--- src/rtl/mem_ctrl_pkg.sv ---
// Shared definitions for the 16x8 memory burst initiator.
// Contents:
//   OP_WR / OP_RD : command opcodes carried on cmd_op
//   state_t       : burst FSM state encoding, also exported on the debug port
package mem_ctrl_pkg;

  localparam logic OP_WR = 1'b0;
  localparam logic OP_RD = 1'b1;

  typedef enum logic [2:0] {
    ST_IDLE     = 3'd0,
    ST_WR       = 3'd1,
    ST_RD_ISSUE = 3'd2,
    ST_RD_CAPT  = 3'd3,
    ST_RD_HOLD  = 3'd4
  } state_t;

endpackage

--- src/rtl/mem16x8_initiator_if.sv ---
// Host-side bus of the memory burst initiator: command, write-data and
// read-data channels.
//
// Handshake rule (all three channels): a transfer happens at a rising clock
// edge where valid and ready are both high. The producer holds its payload
// stable while valid is high and ready is low.
//
// Modports:
//   master : the host issuing commands, supplying write data, taking read data
//   slave  : the initiator block
interface mem16x8_initiator_if #(
  parameter int ADDR_W = 4,
  parameter int DATA_W = 8
) ();

  logic              cmd_valid;
  logic              cmd_ready;
  logic              cmd_op;
  logic [ADDR_W-1:0] cmd_addr;
  logic [ADDR_W-1:0] cmd_len;

  logic              wdata_valid;
  logic              wdata_ready;
  logic [DATA_W-1:0] wdata;

  logic              rdata_valid;
  logic              rdata_ready;
  logic [DATA_W-1:0] rdata;

  modport master (
    output cmd_valid, cmd_op, cmd_addr, cmd_len, wdata_valid, wdata, rdata_ready,
    input  cmd_ready, wdata_ready, rdata_valid, rdata
  );

  modport slave (
    input  cmd_valid, cmd_op, cmd_addr, cmd_len, wdata_valid, wdata, rdata_ready,
    output cmd_ready, wdata_ready, rdata_valid, rdata
  );

endinterface

--- src/rtl/mem_burst_ctr.sv ---
// Burst address / remaining-beat counter.
// Ports:
//   clk, rst_n         : clock, synchronous active-low reset
//   load               : capture load_addr / load_len (start of burst)
//   step               : advance one beat (address +1 with wrap, count -1)
//   load_addr/load_len : burst start address and beats-minus-one
//   addr               : current beat address
//   last               : high when the current beat is the final one
module mem_burst_ctr #(
  parameter int ADDR_W = 4
) (
  input  logic              clk,
  input  logic              rst_n,
  input  logic              load,
  input  logic              step,
  input  logic [ADDR_W-1:0] load_addr,
  input  logic [ADDR_W-1:0] load_len,
  output logic [ADDR_W-1:0] addr,
  output logic              last
);

  logic [ADDR_W-1:0] addr_q;
  logic [ADDR_W-1:0] cnt_q;

  // Address wraps naturally at 2**ADDR_W through the fixed register width.
  always_ff @(posedge clk) begin
    if (!rst_n) begin
      addr_q <= '0;
      cnt_q  <= '0;
    end else if (load) begin
      addr_q <= load_addr;
      cnt_q  <= load_len;
    end else if (step) begin
      addr_q <= addr_q + 1'b1;
      cnt_q  <= cnt_q - 1'b1;
    end
  end

  assign addr = addr_q;
  assign last = (cnt_q == '0);

endmodule

--- src/rtl/mem16x8_initiator.sv ---
// Burst initiator for a 2**ADDR_W x DATA_W synchronous memory.
// Accepts write or read burst commands and moves 1..2**ADDR_W beats between
// the host channels and the memory port.
// Ports:
//   clk, rst_n : clock, synchronous active-low reset
//   bus        : host command / write-data / read-data channels (slave side)
//   busy       : high whenever the FSM is not idle
//   done       : one-cycle pulse in the cycle after a burst's last beat
//   mem_we     : memory write strobe
//   mem_addr   : memory address (registered by the memory every cycle)
//   mem_data   : memory write data
//   mem_out    : memory read data, valid one cycle after mem_addr
//   dbg_state  : current FSM state
module mem16x8_initiator
  import mem_ctrl_pkg::*;
#(
  parameter int ADDR_W = 4,
  parameter int DATA_W = 8
) (
  input  logic              clk,
  input  logic              rst_n,
  mem16x8_initiator_if.slave bus,
  output logic              busy,
  output logic              done,
  output logic              mem_we,
  output logic [ADDR_W-1:0] mem_addr,
  output logic [DATA_W-1:0] mem_data,
  input  logic [DATA_W-1:0] mem_out,
  output state_t            dbg_state
);

  state_t            state_q, state_d;
  logic              done_q, done_d;
  logic [DATA_W-1:0] rdata_q;
  logic              ctr_load, ctr_step, ctr_last;
  logic [ADDR_W-1:0] addr_q;

  mem_burst_ctr #(.ADDR_W(ADDR_W)) u_ctr (
    .clk       (clk),
    .rst_n     (rst_n),
    .load      (ctr_load),
    .step      (ctr_step),
    .load_addr (bus.cmd_addr),
    .load_len  (bus.cmd_len),
    .addr      (addr_q),
    .last      (ctr_last)
  );

  always_ff @(posedge clk) begin
    if (!rst_n) begin
      state_q <= ST_IDLE;
      done_q  <= 1'b0;
      rdata_q <= '0;
    end else begin
      state_q <= state_d;
      done_q  <= done_d;
      // Memory output for the issued address is valid during RD_CAPT.
      if (state_q == ST_RD_CAPT) rdata_q <= mem_out;
    end
  end

  always_comb begin
    state_d         = state_q;
    done_d          = 1'b0;
    ctr_load        = 1'b0;
    ctr_step        = 1'b0;
    bus.cmd_ready   = 1'b0;
    bus.wdata_ready = 1'b0;
    bus.rdata_valid = 1'b0;
    mem_we          = 1'b0;
    case (state_q)
      ST_IDLE: begin
        bus.cmd_ready = 1'b1;
        if (bus.cmd_valid) begin
          ctr_load = 1'b1;
          state_d  = (bus.cmd_op == OP_RD) ? ST_RD_ISSUE : ST_WR;
        end
      end
      ST_WR: begin
        bus.wdata_ready = 1'b1;
        // A reset arriving mid-beat must not let that beat reach memory.
        mem_we = bus.wdata_valid & rst_n;
        if (bus.wdata_valid) begin
          ctr_step = 1'b1;
          if (ctr_last) begin
            state_d = ST_IDLE;
            done_d  = 1'b1;
          end
        end
      end
      ST_RD_ISSUE: state_d = ST_RD_CAPT;
      ST_RD_CAPT:  state_d = ST_RD_HOLD;
      ST_RD_HOLD: begin
        bus.rdata_valid = 1'b1;
        if (bus.rdata_ready) begin
          if (ctr_last) begin
            state_d = ST_IDLE;
            done_d  = 1'b1;
          end else begin
            ctr_step = 1'b1;
            state_d  = ST_RD_ISSUE;
          end
        end
      end
      default: state_d = ST_IDLE;
    endcase
  end

  assign busy      = (state_q != ST_IDLE);
  assign done      = done_q;
  assign mem_addr  = addr_q;
  assign mem_data  = bus.wdata;
  assign bus.rdata = rdata_q;
  assign dbg_state = state_q;

endmodule

--- src/flat_wrapper.sv ---
// flat-port wrapper written by rule: the top's interface ports become plain ports
module mem16x8_initiator_flat import mem_ctrl_pkg::*;
#(
  parameter int ADDR_W = 4,
  parameter int DATA_W = 8
)
  (clk, rst_n, busy, done, mem_we, mem_addr, mem_data, mem_out, dbg_state, bus_cmd_valid, bus_cmd_op, bus_cmd_addr, bus_cmd_len, bus_wdata_valid, bus_wdata, bus_rdata_ready, bus_cmd_ready, bus_wdata_ready, bus_rdata_valid, bus_rdata);
  mem16x8_initiator_if #(.ADDR_W(ADDR_W), .DATA_W(DATA_W)) bus_i ();
  input  logic clk;
  input  logic rst_n;
  output logic busy;
  output logic done;
  output logic mem_we;
  output logic [ADDR_W-1:0] mem_addr;
  output logic [DATA_W-1:0] mem_data;
  input  logic [DATA_W-1:0] mem_out;
  output state_t dbg_state;
  input wire logic [$bits(bus_i.cmd_valid)-1:0] bus_cmd_valid;
  input wire logic [$bits(bus_i.cmd_op)-1:0] bus_cmd_op;
  input wire logic [$bits(bus_i.cmd_addr)-1:0] bus_cmd_addr;
  input wire logic [$bits(bus_i.cmd_len)-1:0] bus_cmd_len;
  input wire logic [$bits(bus_i.wdata_valid)-1:0] bus_wdata_valid;
  input wire logic [$bits(bus_i.wdata)-1:0] bus_wdata;
  input wire logic [$bits(bus_i.rdata_ready)-1:0] bus_rdata_ready;
  output wire logic [$bits(bus_i.cmd_ready)-1:0] bus_cmd_ready;
  output wire logic [$bits(bus_i.wdata_ready)-1:0] bus_wdata_ready;
  output wire logic [$bits(bus_i.rdata_valid)-1:0] bus_rdata_valid;
  output wire logic [$bits(bus_i.rdata)-1:0] bus_rdata;
  assign bus_i.cmd_valid = bus_cmd_valid;
  assign bus_i.cmd_op = bus_cmd_op;
  assign bus_i.cmd_addr = bus_cmd_addr;
  assign bus_i.cmd_len = bus_cmd_len;
  assign bus_i.wdata_valid = bus_wdata_valid;
  assign bus_i.wdata = bus_wdata;
  assign bus_i.rdata_ready = bus_rdata_ready;
  assign bus_cmd_ready = bus_i.cmd_ready;
  assign bus_wdata_ready = bus_i.wdata_ready;
  assign bus_rdata_valid = bus_i.rdata_valid;
  assign bus_rdata = bus_i.rdata;
  mem16x8_initiator #(.ADDR_W(ADDR_W), .DATA_W(DATA_W)) u_core (.clk(clk), .rst_n(rst_n), .bus(bus_i), .busy(busy), .done(done), .mem_we(mem_we), .mem_addr(mem_addr), .mem_data(mem_data), .mem_out(mem_out), .dbg_state(dbg_state));
endmodule
--- config.mk ---
export PLATFORM = sky130hd
export DESIGN_NAME = mem16x8_initiator_flat
export DESIGN_NICKNAME = d
export VERILOG_FILES = /design/src/rtl/mem_ctrl_pkg.sv /design/src/rtl/mem16x8_initiator_if.sv /design/src/rtl/mem_burst_ctr.sv /design/src/rtl/mem16x8_initiator.sv /design/src/flat_wrapper.sv
export SDC_FILE = /design/constraint.sdc
export NUM_CORES = 1
export LEC_CHECK = 0
export ABC_AREA = 1
export BUFFER_PORTS_ARGS = -buffer_cell sky130_fd_sc_hd__buf_2
export CAP_MARGIN = 20
export CORE_UTILIZATION = 35
export CTS_CLUSTER_DIAMETER = 120
export DETAILED_ROUTE_END_ITERATION = 12
export HOLD_SLACK_MARGIN = 0.02
export SLEW_MARGIN = 20
export SYNTH_ARGS = -nofsm -noshare
export SYNTH_HDL_FRONTEND = slang
export SYNTH_SLANG_ARGS = --single-unit
--- constraint.sdc ---
create_clock -name clk -period 2.6 [get_ports clk]
set_input_delay 0.13 -clock clk [delete_from_list [all_inputs] [get_ports clk]]
set_output_delay 0.13 -clock clk [all_outputs]
set_load 0.02 [all_outputs]
==> results of run 1 <==
==> state kept, by name (all words and copies together) (netlist names) <==
name and flops:
u_core.done 1, u_core.dbg_state 3, u_core.u_ctr.addr 4, u_core.bus.rdata 8, u_core.u_ctr.cnt_q 4
==> where the power goes <==
| part | total [mW] | switching, mW | internal (mW) |
|---|---|---|---|
| registers | 0.382 | 0.0373 | 0.344 |
| logic | 0.382 | 0.242 | 0.140 |
| clock network | 0.258 | 0.102 | 0.156 |
==> through the flow <==
| stage | cell area (um2) | worst slack, ns | hold WS (ns) |
|---|---|---|---|
| after global routing | 1430 | 1.05 | 0.0759 |
| after global placement | 1380 | 1.26 | 0.260 |
| after detailed placement | 1380 | 1.25 | 0.260 |
| after CTS | 1430 | 1.12 | 0.0575 |
| after floorplan | 1180 | 1.23 | 0.295 |
| final | 1430 | 1.16 | 0.0681 |
==> final timing paths <==
path	from	end	depth (start not counted)
max	u_core.dbg_state[2]$_SDFFE_PN0P_	mem_we	4
min	mem_out[5]	u_core.bus.rdata[5]$_SDFFE_PN0P_	3
max reg2reg	u_core.u_ctr.cnt_q[0]$_SDFFE_PN0P_	u_core.u_ctr.cnt_q[0]$_SDFFE_PN0P_	8
min reg2reg	u_core.bus.rdata[4]$_SDFFE_PN0P_	u_core.bus.rdata[4]$_SDFFE_PN0P_	2
==> final cells by class <==
| cell class | count | area share [%] |
|---|---|---|
| flip-flops and latches | 20 | 28.0 |
| multi-input cells | 128 | 43.7 |
| clock buffers | 3 | 1.58 |
| repair buffers | 42 | 14.7 |
| well taps | 44 | 3.86 |
| inverters | 22 | 5.96 |
| clock inverters | 1 | 2.10 |
==> synthesized netlist by cell type (all sizes together) <==
library cell | instances | area (um2)
nand3b | 1 | 7.51
ha | 2 | 25.0
inv | 22 | 85.1
clkbuf | 1 | 3.75
buf | 9 | 65.1
nor2 | 45 | 200
nor3 | 1 | 10.0
nand2 | 45 | 179
nand4 | 1 | 6.26
a21oi | 2 | 10.0
nand3 | 19 | 123
xor2 | 1 | 8.76
o21ai | 11 | 55.1
dfxtp | 20 | 400
==> layer usage <==
metal / share of wire [%] / vias to the layer above / wire length, um / track usage (%)
met5: 0 / - / 0 / 0
met4: 1.2 / 0 / 31 / 6.64
met3: 4.1 / 4 / 108 / 2.16
met2: 46 / 32 / 1200 / 24.4
met1: 49 / 511 / 1290 / 20.8
li1: - / 624 / - / -
==> tightest hold or removal path, cell delays in order <==
cell     delay (ns)
buf_2          0.07
o21ai_0        0.07
nor2_1         0.07
==> kinds of logic (layout without fill, tap and decap cells) <==
group | count (synthesis) | after routing | share of synthesized area, %
xor gates and xnor gates | 1 | 1 | 0.743
adders and majority gates | 2 | 2 | 2.12
DFF | 20 | 20 | 34.0
and+or+nand+nor | 112 | 112 | 44.6
AOI/OAI and AO/OA | 13 | 13 | 5.52
buffers and inverters | 32 | 68 | 13.1
==> out/qor.txt, run 1 <==
Core Util, Final - 45.6%
GP Congestion - 0.785
Antenna diodes - 0
FF-to-FF setup slack - 1.23 ns
# rows - 20
Max Cap Viol - 0
Startpoint type of the worst setup path - flop
Clk sinks - 20
H-tree Lvls - 1
Layout cell share with drive strength beyond 1 - 29.2%
Final nets - 249
Post-Route WL - 2620 um
Setup tns final - 0 ns
FF+latch area - 400 um2
Sequential area share after synthesis - 34.0%
Worst path cell trace - nor2_1, nand3_2, nor2_1, buf_2
Initial antenna violation count - 0
Vias in the first global route - 963
Cts repair resizes - 0
Fill count - 330
P&R area growth vs syn - 21.1%
Drt pass-1 iters - 4
First DRT Iteration DRCs - 38
CP Buf/Inv Count - 1
Largest stage delay on the critical path - 0.43 ns
Num CTS Buffers - 3
Min-delay worst type - in -> reg
Total Routing Usage GR - 15.4%
DRC - 0
PwrDens - 716 nW/um2
Initial Util - 37.7%
DP HPWL - 1940 um
Clock root buffer - clkbuf_4
Via Count - 1171
RSZ-0062 raised after global routing - no
Clock Path Buffers - 2
Postcts setup bufs - 0
Largest net degree at the start of global routing - 19
Slowest CP cell - dfxtp_1
Setup violations, final - 0
Synthesized flop and latch total - 20
Crit path time final - 1.44 ns
CTS Hold Bufs - 0
Achievable frequency - 0.693 GHz
Mapped Cells - 180
Commonest non-fill, non-tap cell in the layout - nand2_1
Synth cell types - 24
Most frequent cells in the layout - nand2_1 (43), buf_2 (42), nor2_1 (40), dfxtp_1 (20), inv_1 (17)
Reg clk slew, reported paths - 0.12 ns
Fin crit share - 55.5%
First-pass GRT wire length - 4180 um
Via-to-Cell Ratio - 4.50
Peak supply drop - 248 uV
CORE AREA - 3130 um2
CP most frequent cell - nor2_1
Outcome - completed
Die span in y - 60.0 um
Multi-input logic area - 624 um2
Syn_area_per_cell - 6.55 um2
Port-buffer cells - 42
ANT nets after route - 0
CP delay by family, top - flip-flops
Setup Skew - 0.00272 ns
Yosys warns - 0
WL per Instance - 10.1 um
Total die area - 3600 um2
Final hold vios - 0
Relative slew slack - 76.9%
CP Max Fanout - 8
Mapped cell area - 1180 um2
Synth Net Count - 212
Ports - 59
Static Leakage - 0.790 nW
Pins Over Slew Limit - 0
Final non-filler cell total - 260
GR Overflow Total - 0
CTS tree - yes
Clock latency on the worst-skew pair - 0.30 ns
Die width - 60.0 um
Pwr Total - 1.02 mW
CP Capture Type - output port
Dpl cells - 256
Critical path required time - 2.47 ns
Worst slew pin tran - 0.347 ns
WS Path Type - reg -> out
Crit path DAT - 1.31 ns
Note: power is estimated with default switching activity, not from simulation.
==> run 2: changes to the inputs <==
--- a/config.mk
+++ b/config.mk
@@ -12,6 +12,7 @@
 export CTS_CLUSTER_DIAMETER = 120
 export DETAILED_ROUTE_END_ITERATION = 12
 export HOLD_SLACK_MARGIN = 0.02
+export PLACE_DENSITY = 0.66
 export SLEW_MARGIN = 20
 export SYNTH_ARGS = -nofsm -noshare
 export SYNTH_HDL_FRONTEND = slang
==> constraint.sdc (replaced) <==
create_clock -name clk -period 1.3 [get_ports clk]
set_input_delay 0.065 -clock clk [delete_from_list [all_inputs] [get_ports clk]]
set_output_delay 0.065 -clock clk [all_outputs]
set_load 0.02 [all_outputs]
==> out/qor.txt, run 2 (same netlist as run 1, synthesis figures left out) <==
Peak supply drop - 600 uV (was 248 uV)
NetSw - 0.796 mW (was 0.382 mW)
Reg power frac - 38.6% (was 37.3%)
Startpoint type of the worst setup path - flop (unchanged)
Largest net degree at the start of global routing - 14 (was 19)
Setup Skew - 0.00875 ns (was 0.00272 ns)
Clock root buffer - clkbuf_4 (unchanged)
Drt pass-1 iters - 4 (unchanged)
Switching share of power - 40.2% (was 37.3%)
DRC - 0 (unchanged)
GP Congestion - 0.814 (was 0.785)
Hold_sp - rst_n (was mem_out[5])
PwrDens - 1210 nW/um2 (was 716 nW/um2)
Initial antenna violation count - 0 (unchanged)
Pwr Total - 1.98 mW (was 1.02 mW)
Clock Path Buffers - 2 (unchanged)
Stages on worst setup path - 3 (was 4)
CP Buf/Inv Count - 2 (was 1)
Worst slew pin tran - 0.242 ns (was 0.347 ns)
Slowest CP cell - dfxtp_4 (was dfxtp_1)
Crit path time final - 1.24 ns
Via-to-Cell Ratio - 4.40 (was 4.50)
Largest stage delay on the critical path - 0.39 ns (was 0.43 ns)
Vias in the first global route - 1025 (was 963)
CTS tree - yes (unchanged)
Max Cap Viol - 0 (unchanged)
WS Path Type - reg -> out (unchanged)
Port-buffer cells - 42 (unchanged)
P&R area growth vs syn - 39.1% (was 21.1%)
Worst r2r path cells - 7 (was 8)
Logic pwr share - 46.6% (was 37.4%)
Total die area - 3600 um2 (unchanged)
CORE AREA - 3130 um2 (unchanged)
Fill count - 336 (was 330)
Layout cell share with drive strength beyond 1 - 35.0% (was 29.2%)
Fin crit share - 95.8%
Clock power share - 14.8% (was 25.3%)
First DRT Iteration DRCs - 42 (was 38)
Via Count - 1223 (was 1171)
Place WS - 0.0217 ns (was 1.25 ns)
CP delay by family, top - flip-flops (unchanged)
Final nets - 268 (was 249)
Most frequent cells in the layout - nand2_1 (41), nor2_1 (39), buf_2 (39), inv_1 (17), dfxtp_1 (16) (was nand2_1 (43), buf_2 (42), nor2_1 (40), dfxtp_1 (20), inv_1 (17))
Reg clk slew, reported paths - 0.12 ns (about the same)
Clk sinks - 20 (unchanged)
GR Overflow Total - 0 (unchanged)
Die width - 60.0 um (unchanged)
Die span in y - 60.0 um (unchanged)
Setup violations, final - 0 (unchanged)
Initial Util - 37.7% (unchanged)
DP HPWL - 2030 um (was 1940 um)
Critical path required time - 1.24 ns (was 2.47 ns)
CP Max Fanout - 6 (was 8)
ANT nets after route - 0 (unchanged)
Crit path launch - u_core.dbg_state[2]$_SDFFE_PN0P_ (unchanged)
# rows - 20 (unchanged)
Total Routing Usage GR - 15.8% (was 15.4%)
RR Startpoint - u_core.dbg_state[0]$_SDFFE_PN0P_ (was u_core.u_ctr.cnt_q[0]$_SDFFE_PN0P_)
Final hold vios - 0 (unchanged)
WL per Instance - 9.86 um (was 10.1 um)
Antenna diodes - 0 (unchanged)
Outcome - completed (unchanged)
Pins Over Slew Limit - 0 (unchanged)
Post-Route WL - 2740 um (was 2620 um)
First-pass GRT wire length - 4320 um (was 4180 um)
Commonest non-fill, non-tap cell in the layout - nand2_1 (unchanged)
Worst path cell trace - buf_4, nor3_4, buf_6 (was nor2_1, nand3_2, nor2_1, buf_2)
Clock latency on the worst-skew pair - 0.30 ns (about the same)
Min-Delay Path Depth - 3 (unchanged)
Max FFs per register - 8 (unchanged)
Num CTS Buffers - 3 (unchanged)
Relative slew slack - 83.9% (was 76.9%)
CP Capture Type - output port (unchanged)
RSZ-0062 raised after global routing - yes (was no)
Achievable frequency - 0.803 GHz
Power Internal - 1.18 mW (was 0.640 mW)
Final setup margin - 0.0552 ns (was 1.16 ns)
Crit path DAT - 1.18 ns (was 1.31 ns)
Ports - 59 (unchanged)
H-tree Lvls - 1 (unchanged)
Static Leakage - 0.874 nW (was 0.790 nW)
Min-delay worst type - in -> reg (unchanged)
==> run 2: changes by cell type in the layout (fill, tap and decap cells not counted), moves of 3 or more <==
cell,delta
buf_4,+11
buf_2,-3
dfxtp_1,-4
dlygate4sd3_1,+8
==> run 2: worst paths after layout <==
kind                                             end  slack, ns
setup reg to reg  u_core.u_ctr.cnt_q[3]$_SDFFE_PN0P_       0.07
setup / recovery                     bus_wdata_ready       0.06
hold reg to reg     u_core.bus.rdata[4]$_SDFFE_PN0P_       0.49
hold / removal    u_core.u_ctr.cnt_q[0]$_SDFFE_PN0P_       0.04
==> run 2: metrics by stage <==
step                instances  hold slack (ns)  TNS, ns  cell area (um2)  util, %
floorplan                 180            0.230        0             1180        -
global placement          265            0.130        0             1460     46.6
detailed placement        265            0.130        0             1460     46.6
CTS                       276           0.0372        0             1560     50.0
global route              278           0.0536  -0.0440             1640     52.4
finish                    278           0.0434        0             1640     52.4
==> run 2: final cells by class <==
class | count | area [um2] | share of cell area (%)
flip-flops and latches | 20 | 410 | 25.0
clock buffers | 3 | 22.5 | 1.37
inverters | 22 | 87.6 | 5.34
well taps | 44 | 55.1 | 3.36
multi-input cells | 128 | 663 | 40.5
repair buffers | 61 | 400 | 24.4
==> run 2: worst register-to-register path, cell delays in order (launching register included) <==
cell and delay (ns):
dfxtp_4 0.39, nor2_4 0.16, nand3_4 0.17, buf_12 0.17
nand3_2 0.06, nand2_1 0.07, nor2_2 0.07, nor2_1 0.04
==> run 2: power groups by stage <==
stage	clock network [mW]	registers (mW)	logic [mW]
finish	0.294	0.765	0.922
global route	0.326	0.776	1.05
CTS	0.303	0.764	0.854
detailed placement	0	0.777	0.831
global placement	0	0.776	0.831
floorplan	0	0.829	0.557
==> run 2: what timing repair did <==
action | 4_1_cts | 5_1_grt
hold buffers | 8 | 0
resized for setup | 2 | 17
setup endpoints to repair | 2 | 10
hold endpoints to repair | 8 | 0
buffers inserted | 0 | 2
pin swaps | 0 | 11
==> run 2: metal layers <==
layer	GRT usage, %	wire (um)
met1	22.4	1320
met2	24.4	1280
met3	1.52	125
met4	6.64	19
met5	0	0
